**config.mk**
```make
export PLATFORM = sky130hd
export DESIGN_NAME = alu_cmd_sequencer_flat
export DESIGN_NICKNAME = d
export VERILOG_FILES = /design/src/rtl/alu_cmd_sequencer_if.sv /design/src/rtl/alu_cmd_sequencer.sv /design/src/flat_wrapper.sv
export SDC_FILE = /design/constraint.sdc
export NUM_CORES = 1
export LEC_CHECK = 0
export CAP_MARGIN = 40
export CORE_UTILIZATION = 40
export CTS_CLUSTER_DIAMETER = 30
export DETAILED_ROUTE_END_ITERATION = 12
export GPL_TIMING_DRIVEN = 0
export PLACE_DENSITY = 0.76
export SLEW_MARGIN = 20
export SYNTH_ARGS = -nofsm -noshare
export SYNTH_HDL_FRONTEND = slang
export SYNTH_SLANG_ARGS = --single-unit
export TNS_END_PERCENT = 50
```
**constraint.sdc**
```tcl
create_clock -name clk_i -period 1.9 [get_ports clk_i]
set_input_delay 0.57 -clock clk_i [delete_from_list [all_inputs] [get_ports clk_i]]
set_output_delay 0.57 -clock clk_i [all_outputs]
set_load 0.05 [all_outputs]
```
**src/rtl/alu_cmd_sequencer_if.sv**
```systemverilog
// rtl/alu_cmd_sequencer_if.sv - command, result and ALU micro-step signals of the ALU command sequencer
interface alu_cmd_sequencer_if;
   logic        cmd_valid;
   logic        cmd_ready;
   logic [3:0]  cmd;
   logic [7:0]  opa;
   logic [7:0]  opb;
   logic        res_valid;
   logic        res_ready;
   logic [7:0]  res_y;
   logic        res_err;
   logic [7:0]  alu_a;
   logic [7:0]  alu_b;
   logic [15:0] alu_op;
   logic [7:0]  alu_y;
   logic        alu_c;

   modport slave (
      input  cmd_valid, cmd, opa, opb, res_ready, alu_y, alu_c,
      output cmd_ready, res_valid, res_y, res_err, alu_a, alu_b, alu_op
   );

   modport master (
      output cmd_valid, cmd, opa, opb, res_ready, alu_y, alu_c,
      input  cmd_ready, res_valid, res_y, res_err, alu_a, alu_b, alu_op
   );
endinterface

```
**src/rtl/alu_cmd_sequencer.sv**
```systemverilog
// rtl/alu_cmd_sequencer.sv - sequences 1-3 ALU micro-steps per command and returns the captured result
module alu_cmd_sequencer #(
   parameter bit RESV_ERR = 1'b1,
   parameter bit FAST_RET = 1'b0
) (
   input  logic                clk_i,
   input  logic                rst_ni,
   alu_cmd_sequencer_if.slave  bus
);
   typedef enum logic [1:0] {IDLE, EXEC, RESP} state_e;

   state_e      state_q, state_d;
   logic [1:0]  step_q, step_d;
   logic [3:0]  cmd_q, cmd_d;
   logic [7:0]  opa_q, opa_d;
   logic [7:0]  opb_q, opb_d;
   logic        saved_c_q, saved_c_d;
   logic [7:0]  res_y_q, res_y_d;
   logic        res_err_q, res_err_d;
   logic        cmd_ready;
   logic        accept;

   function automatic logic [1:0] last_step(input logic [3:0] cmd);
      case (cmd)
         4'h9:       last_step = 2'd1;
         4'hA, 4'hB: last_step = 2'd2;
         default:    last_step = 2'd0;
      endcase
   endfunction

   // INC/DEC capture at the add step; the trailing step only restores carry
   function automatic logic result_step(input logic [3:0] cmd, input logic [1:0] step);
      result_step = ((cmd <= 4'h8) && (step == 2'd0)) ||
                    (((cmd == 4'hA) || (cmd == 4'hB)) && (step == 2'd1));
   endfunction

   function automatic logic [15:0] step_word(input logic [3:0] cmd, input logic [1:0] step,
                                             input logic sc);
      logic [15:0] restore;
      restore = sc ? 16'h01C0 : 16'h0180;
      case (cmd)
         4'h0: step_word = 16'h5903;
         4'h1: step_word = 16'h5902;
         4'h2: step_word = 16'h5004;
         4'h3: step_word = 16'h5005;
         4'h4: step_word = 16'h5006;
         4'h5: step_word = 16'h514C;
         4'h6: step_word = 16'h515C;
         4'h7: step_word = 16'h5164;
         4'h8: step_word = 16'h516C;
         4'h9: step_word = (step == 2'd0) ? 16'h01C0 : 16'h5102;
         4'hA: step_word = (step == 2'd0) ? 16'h01C0 : (step == 2'd1) ? 16'h5001 : restore;
         4'hB: step_word = (step == 2'd0) ? 16'h0180 : (step == 2'd1) ? 16'h5000 : restore;
         4'hC: step_word = 16'h0180;
         4'hD: step_word = 16'h01C0;
         4'hE: step_word = 16'h0C00;
         default: step_word = 16'h0000;
      endcase
   endfunction

   always_ff @(posedge clk_i or negedge rst_ni) begin
      if (!rst_ni) begin
         state_q   <= IDLE;
         step_q    <= 2'd0;
         cmd_q     <= 4'h0;
         opa_q     <= 8'h00;
         opb_q     <= 8'h00;
         saved_c_q <= 1'b0;
         res_y_q   <= 8'h00;
         res_err_q <= 1'b0;
      end else begin
         state_q   <= state_d;
         step_q    <= step_d;
         cmd_q     <= cmd_d;
         opa_q     <= opa_d;
         opb_q     <= opb_d;
         saved_c_q <= saved_c_d;
         res_y_q   <= res_y_d;
         res_err_q <= res_err_d;
      end
   end

   assign accept = bus.cmd_valid && cmd_ready;

   always_comb begin
      state_d   = state_q;
      step_d    = step_q;
      cmd_d     = cmd_q;
      opa_d     = opa_q;
      opb_d     = opb_q;
      saved_c_d = saved_c_q;
      res_y_d   = res_y_q;
      res_err_d = res_err_q;
      case (state_q)
         EXEC: begin
            if (result_step(cmd_q, step_q)) res_y_d = bus.alu_y;
            if (step_q == last_step(cmd_q)) state_d = RESP;
            else step_d = step_q + 2'd1;
         end
         RESP: if (bus.res_ready) state_d = IDLE;
         default: ;
      endcase
      // an accept can also land in the RESP handshake cycle when FAST_RET is set
      if (accept) begin
         cmd_d     = bus.cmd;
         opa_d     = bus.opa;
         opb_d     = bus.opb;
         saved_c_d = bus.alu_c;
         res_y_d   = bus.opa;
         res_err_d = (bus.cmd == 4'hF) && RESV_ERR;
         step_d    = 2'd0;
         state_d   = (bus.cmd == 4'hF) ? RESP : EXEC;
      end
   end

   always_comb begin
      cmd_ready     = (state_q == IDLE) || (FAST_RET && (state_q == RESP) && bus.res_ready);
      bus.cmd_ready = cmd_ready;
      bus.res_valid = (state_q == RESP);
      bus.res_y     = res_y_q;
      bus.res_err   = res_err_q;
      bus.alu_a     = 8'h00;
      bus.alu_b     = 8'h00;
      bus.alu_op    = 16'h0000;
      if (state_q == EXEC) begin
         bus.alu_a  = opa_q;
         bus.alu_b  = ((cmd_q >= 4'h5) && (cmd_q <= 4'h8)) ? 8'hFF : opb_q;
         bus.alu_op = step_word(cmd_q, step_q, saved_c_q);
      end
   end
endmodule

```
**src/flat_wrapper.sv**
```systemverilog
// flat-port wrapper written by rule: the top's interface ports become plain ports
module alu_cmd_sequencer_flat 
#(
   parameter bit RESV_ERR = 1'b1,
   parameter bit FAST_RET = 1'b0
)
  (clk_i, rst_ni, bus_cmd_valid, bus_cmd, bus_opa, bus_opb, bus_res_ready, bus_alu_y, bus_alu_c, bus_cmd_ready, bus_res_valid, bus_res_y, bus_res_err, bus_alu_a, bus_alu_b, bus_alu_op);
  alu_cmd_sequencer_if bus_i ();
  input  logic clk_i;
  input  logic rst_ni;
  input wire logic [$bits(bus_i.cmd_valid)-1:0] bus_cmd_valid;
  input wire logic [$bits(bus_i.cmd)-1:0] bus_cmd;
  input wire logic [$bits(bus_i.opa)-1:0] bus_opa;
  input wire logic [$bits(bus_i.opb)-1:0] bus_opb;
  input wire logic [$bits(bus_i.res_ready)-1:0] bus_res_ready;
  input wire logic [$bits(bus_i.alu_y)-1:0] bus_alu_y;
  input wire logic [$bits(bus_i.alu_c)-1:0] bus_alu_c;
  output wire logic [$bits(bus_i.cmd_ready)-1:0] bus_cmd_ready;
  output wire logic [$bits(bus_i.res_valid)-1:0] bus_res_valid;
  output wire logic [$bits(bus_i.res_y)-1:0] bus_res_y;
  output wire logic [$bits(bus_i.res_err)-1:0] bus_res_err;
  output wire logic [$bits(bus_i.alu_a)-1:0] bus_alu_a;
  output wire logic [$bits(bus_i.alu_b)-1:0] bus_alu_b;
  output wire logic [$bits(bus_i.alu_op)-1:0] bus_alu_op;
  assign bus_i.cmd_valid = bus_cmd_valid;
  assign bus_i.cmd = bus_cmd;
  assign bus_i.opa = bus_opa;
  assign bus_i.opb = bus_opb;
  assign bus_i.res_ready = bus_res_ready;
  assign bus_i.alu_y = bus_alu_y;
  assign bus_i.alu_c = bus_alu_c;
  assign bus_cmd_ready = bus_i.cmd_ready;
  assign bus_res_valid = bus_i.res_valid;
  assign bus_res_y = bus_i.res_y;
  assign bus_res_err = bus_i.res_err;
  assign bus_alu_a = bus_i.alu_a;
  assign bus_alu_b = bus_i.alu_b;
  assign bus_alu_op = bus_i.alu_op;
  alu_cmd_sequencer #(.RESV_ERR(RESV_ERR), .FAST_RET(FAST_RET)) u_core (.clk_i(clk_i), .rst_ni(rst_ni), .bus(bus_i));
endmodule
```
== Word-level counts from Yosys, hierarchy flattened ==
Index checks and enable logic that the tools add are counted.

* Output and inout bits: 43
* Memory bits (writable): 0
* Memories kept: 0
* Latch bits: 0
* Memory bits (read-only): 0
* Flip-flop bits (word level): 34
* Input bits: 33
* Word-level logic and storage cells: 73

* Bitwise logic cells: 0
* Multiplexer cells: 24
* Add/sub/neg operators: 1
* Div/mod/pow operators: 0
* Multipliers: 0
* Reductions and logical operators: 16
* Magnitude comparators: 2
* Shifts and indexed selects: 0
* Equal/unequal tests: 22

{| class="wikitable"
|+ Operators with widths
! cell !! number
|-
| one-hot mux 16 bit (15 select lines) || 1
|-
| 2-to-1 mux 16 bit || 5
|-
| 2-to-1 mux 8 bit || 6
|-
| == test 4 bit (second input constant) || 8
|-
| == test 4 x 3 -> 1 bit (second input constant) || 4
|-
| 2-to-1 mux 2 bit || 8
|-
| 2-to-1 mux 15 bit || 1
|-
| == test 4 x 2 -> 1 bit (second input constant) || 2
|-
| one-hot mux 2 bit (2 select lines) || 2
|-
| 2-to-1 mux 7 bit || 1
|-
| == test 2 x 1 -> 1 bit (second input constant) || 2
|-
| == test 4 x 1 -> 1 bit (second input constant) || 1
|-
| >= comparator 4 x 3 -> 1 bit (second input constant) || 1
|-
| less-or-equal comparator 4 bit (second input constant) || 1
|-
| logical AND 1 bit || 4
|-
| zero test 2 bit || 2
|-
| zero test 4 bit || 1
|-
| AND reduction 2 bit || 2
|-
| nonzero test 2 bit || 2
|-
| inequality test 3 x 1 -> 1 bit (second input constant) || 1
|-
| inequality test 3 x 2 -> 1 bit (second input constant) || 1
|-
| AND reduction 3 bit || 1
|-
| nonzero test 3 bit || 1
|-
| adder 2 x 1 -> 2 bit (second input constant) || 1
|-
| other kinds (5) || 6
|}

== Longest topological paths before layout ==
* Depth in word-level cells: 8
* Gate-level depth with buffers: 7
* Gate-level depth less buffers: 6

== Least setup slack after synthesis ==
No wires, ideal clock.

* Path type: reg-to-output
* From: register u_core.cmd_q[3]
* To: output port bus_alu_op[0]
* Stages on the path, launching flop included: 7
* Buffers on the path: 2
* Arrival time: 3.370 ns
* Required time: 1.330 ns
* Setup slack: -2.040 ns
* Cells stage by stage: dfrtp_1 > buf_4 > inv_1 > buf_2 > nor2_1 > a21oi_1 > a2111oi_0

* Cells in the longest elaborated chain, start to end: 3
* Elaborated cells on any way between the ends: 17
* Those cells by class: eq/ne (14); mux (2); reduce/logical (1)

{| class="wikitable"
|+ Ends and longest elaborated chain
! item !! line !! RTL
|-
| from (decl) || alu_cmd_sequencer.sv:14 || <nowiki>logic [3:0] cmd_q, cmd_d;</nowiki>
|-
| from (signal assigned) || alu_cmd_sequencer.sv:74 || <nowiki>cmd_q <= cmd_d;</nowiki>
|-
| == test 4 bit, or another cell as far along || alu_cmd_sequencer.sv:41 || <nowiki>case (cmd)</nowiki>
|-
| one-hot mux 16 bit (15 select lines) * || alu_cmd_sequencer.sv:41 ||
|-
| 2-to-1 mux 16 bit * || alu_cmd_sequencer.sv:125 || <nowiki>if (state_q == EXEC) begin</nowiki>
|-
| to (decl) || flat_wrapper.sv:24 || <nowiki>output wire logic [$bits(bus_i.alu_op)-1:0] bus_alu_op;</nowiki>
|}

Every way passes the cells marked *; elsewhere a longest branch is shown, timed or not.

== Worst setup path after layout ==
* From: register u_core.cmd_q[3]
* To: output port bus_alu_op[6]

Same word-level chain as after synthesis.

==> flow_summary.ini <==
[status]
outcome = complete, but fails checks
violations = setup timing

[yosys]
synthSimpleGateAreaFrac_pct = 25.94
synth-seq-cells = 34
seq_area_frac_synth_pct = 42.00
yosys.cell_types.count = 44
synth_xor_area_share_pct = 0.4324
async_flop_share_pct = 100.0
synthFlopType = dfrtp_1
synth-compound-area-share_pct = 15.63
synthesis.area_um2 = 2026
syn_inst = 237
postSynthAreaPerCell_um2 = 8.547
synth_top_family_by_area = simple AND/OR/NAND/NOR gates
synth.mux.area_fraction_pct = 6.238
yosysWarnings = 0
synth_edf_count = 0
synth_fa_ha_area_share_pct = 2.471

[finish]
syn_to_final_growth_pct = 95.18
post-route-util_pct = 82.61
seqCellArea_um2 = 857.1
finalNetCount = 402
multi_input_area_um2 = 1369
final_cell_mix = nand2_1, buf_4, buf_6
drive_gt1_share_pct = 49.18
final_common_cell = nand2_1
final_area_um2 = 3954
antenna_cells = 0
num-fill-cells = 299

[timing]
rsz0062_at_grt = true
slew_viol_final = 0
max_freq_mhz = 409.5
tightest_slew_ps = 509.5
fin_crit_sh_pct = 128.5
period_minus_slack_ps = 2442
finalSetupViolations = 38
fin_skew_ps = 4.147
slew_headroom_pct = 66.17
holdWs_ps = 152.1
setup_ws_ps = -542.2
hold_violations = 0

[global_routing]
grt_max_degree = 25
grt_pass1_vias = 2256
grt_pass1_wl_um = 10880
gr-total-overflow = 0
antenna_found_initial = 0
gr-usage-all-layers_pct = 27.22

[place]
portBuffers = 72
hpwl_um = 3978
dpl_cell_area_um2 = 3110
place_ws_ps = -984.5
gp_congestion = 0.8253

[setup_path]
critPathMostFrequentCell = buf_6
cp_slowest_cell = o21ai_0
cp-start-kind = flop
crit_cells = 6
crit_path_end_kind = output pin
critPathTopFamily = buffers and inverters
path_cells = buf_6 > bufbuf_16 > nor2b_1 > o21ai_0 > a31oi_4 > buf_6
critical_path_buf_inv_count = 3
critPathMaxFanout = 4
critical_path_class = flop to output pin
required_ps = 1330
max_stage_delay_ps = 390
ff2ff_path_depth = 7
cp.arrival_ps = 1870

[floorplanning]
core-area_um2 = 4786
io_pins = 76
die_y_um = 73.17
dieArea_um2 = 5353
row_count = 25
start_util_pct = 42.33
die_x_um = 73.17

[run]
cap_violations = 0

[pwr]
finalPower_mw = 7.038
p_seq_share_pct = 19.0
p_switching_mw = 3.348
clockPowerShare_pct = 8.0
pwr_density_cell_nw_per_um2 = 1780
p_leak_nw = 1.834
comb_power_share_pct = 73.0
ir_drop_v = 0.001113
p_sw_share_pct = 47.57
p_int_mw = 3.690

[clocking]
cts_sinks = 34
clockRootBuffer = clkbuf_8
clockBufferDepth = 2
numCtsBuffers = 5
h-tree-depth = 2
cts_tree = built
clk_pin_slew_worst_paths_ps = 70
ctsHoldBuffers = 0
clk_latency_ps = 290

[route]
routed_wl_um = 7338
firstDrtPassIters = 4
vias_per_cell = 5.109
routedWlPerCell_um = 16.95
vias = 2212
drc = 0
drtIter0Drc = 91
ant_nets = 0

[min_path]
hp-class = input pin to async pin
## kinds of logic after synthesis
logic type,after synthesis
multiplexers,11
other,1
adder cells (fa/ha/maj),4
AND/OR/NAND/NOR,117
AO/OA/AOI/OAI,43
flip-flops,34
XOR/XNOR,1
buffers and inverters,26
## worst reg2reg max path: stages, from the launching register on
cell	delay, ps
dfrtp_1	400
buf_6	150
bufbuf_16	270
buf_4	130
a32oi_1	350
o31ai_4	120
buf_12	150
mux2_1	310
## worst paths after layout
kind                                             start                              end  slack, ps
max                        u_core.cmd_q[3]$_DFFE_PN0P_                    bus_alu_op[6]       -540
min                                             rst_ni      u_core.opb_q[3]$_DFFE_PN0P_        150
max reg2reg                u_core.cmd_q[3]$_DFFE_PN0P_  u_core.bus.res_y[7]$_DFFE_PN0P_       -100
min reg2reg                u_core.opa_q[5]$_DFFE_PN0P_      u_core.opa_q[5]$_DFFE_PN0P_        480
max in group asynchronous                       rst_ni    u_core.state_q[0]$_DFFE_PN0P_       1320
min in group clk_i         u_core.opa_q[5]$_DFFE_PN0P_      u_core.opa_q[5]$_DFFE_PN0P_        480
## state kept, by name, indices dropped and copies added (netlist names)
| register | count |
|---|---|
| u_core.bus.res_y | 8 |
| u_core.opa_q | 8 |
| u_core.opb_q | 8 |
| u_core.cmd_q | 4 |
| u_core.state_q | 2 |
| u_core.step_q | 2 |
| u_core.bus.res_err | 1 |
| u_core.saved_c_q | 1 |
## through the flow
stage          instances  TNS [ps]
2_1_floorplan        239     -2302
3_3_place_gp         378    -49290
3_5_place_dp         379    -32230
4_1_cts              417     -6781
5_1_grt              433     -8844
6_report             433     -7056
## layer usage
layer  GRT usage [%]  vias to the layer above  wire, um
met4           10.02                        0       274
met5               0                        -         0
met3           6.492                       23       461
met1           31.23                     1059      2770
met2           48.87                       89      3832
li1                -                     1041         -
## cells in the mapped netlist, types with 2 or more instances
library cell / instances / share of area (%)
nand3_1: 4 / 0.99
a211oi_1: 2 / 0.74
o31ai_1: 2 / 0.74
buf_4: 6 / 2.2
clkbuf_1: 5 / 0.93
buf_6: 2 / 1.1
nand2b_1: 3 / 0.93
o21a_1: 8 / 3.0
a31oi_1: 2 / 0.62
mux2_2: 8 / 4.4
inv_1: 6 / 1.1
nand4_1: 3 / 0.93
ha_1: 4 / 2.5
nor2_1: 11 / 2.0
nor3_1: 2 / 0.49
buf_2: 7 / 1.7
o21ai_0: 10 / 2.5
dfrtp_1: 34 / 42
and2_1: 8 / 2.5
nor4_1: 2 / 0.62
a21oi_1: 8 / 2.0
nand2_1: 74 / 14
nor2b_1: 5 / 1.5
## power by group through the flow
stage / Combinational [mW] / Sequential, mW / Clock [mW]
finish: 5.14 / 1.34 / 0.562
global route: 5.41 / 1.38 / 0.598
floorplan: 2.40 / 1.61 / 0
global placement: 3.62 / 1.30 / 0
CTS: 4.62 / 1.30 / 0.569
detailed placement: 3.66 / 1.31 / 0
## final cells by class
class,instances,share of cell area (%)
flip-flops and latches,34,21.68
plain buffers,18,5.696
clock buffers,6,2.089
multi-input cells,179,34.62
clock inverters,2,0.3165
inverters,6,0.9177
repair buffers,121,32.56
well taps,67,2.120
## repair_timing
action | in CTS | in global routing
resized for setup | 286 | 18
endpoints found under the setup margin | 65 | 58
cloned | 4 | 0
buffers inserted | 26 | 18
pin swaps | 23 | 14
Note: power is estimated with default switching activity, not from simulation.
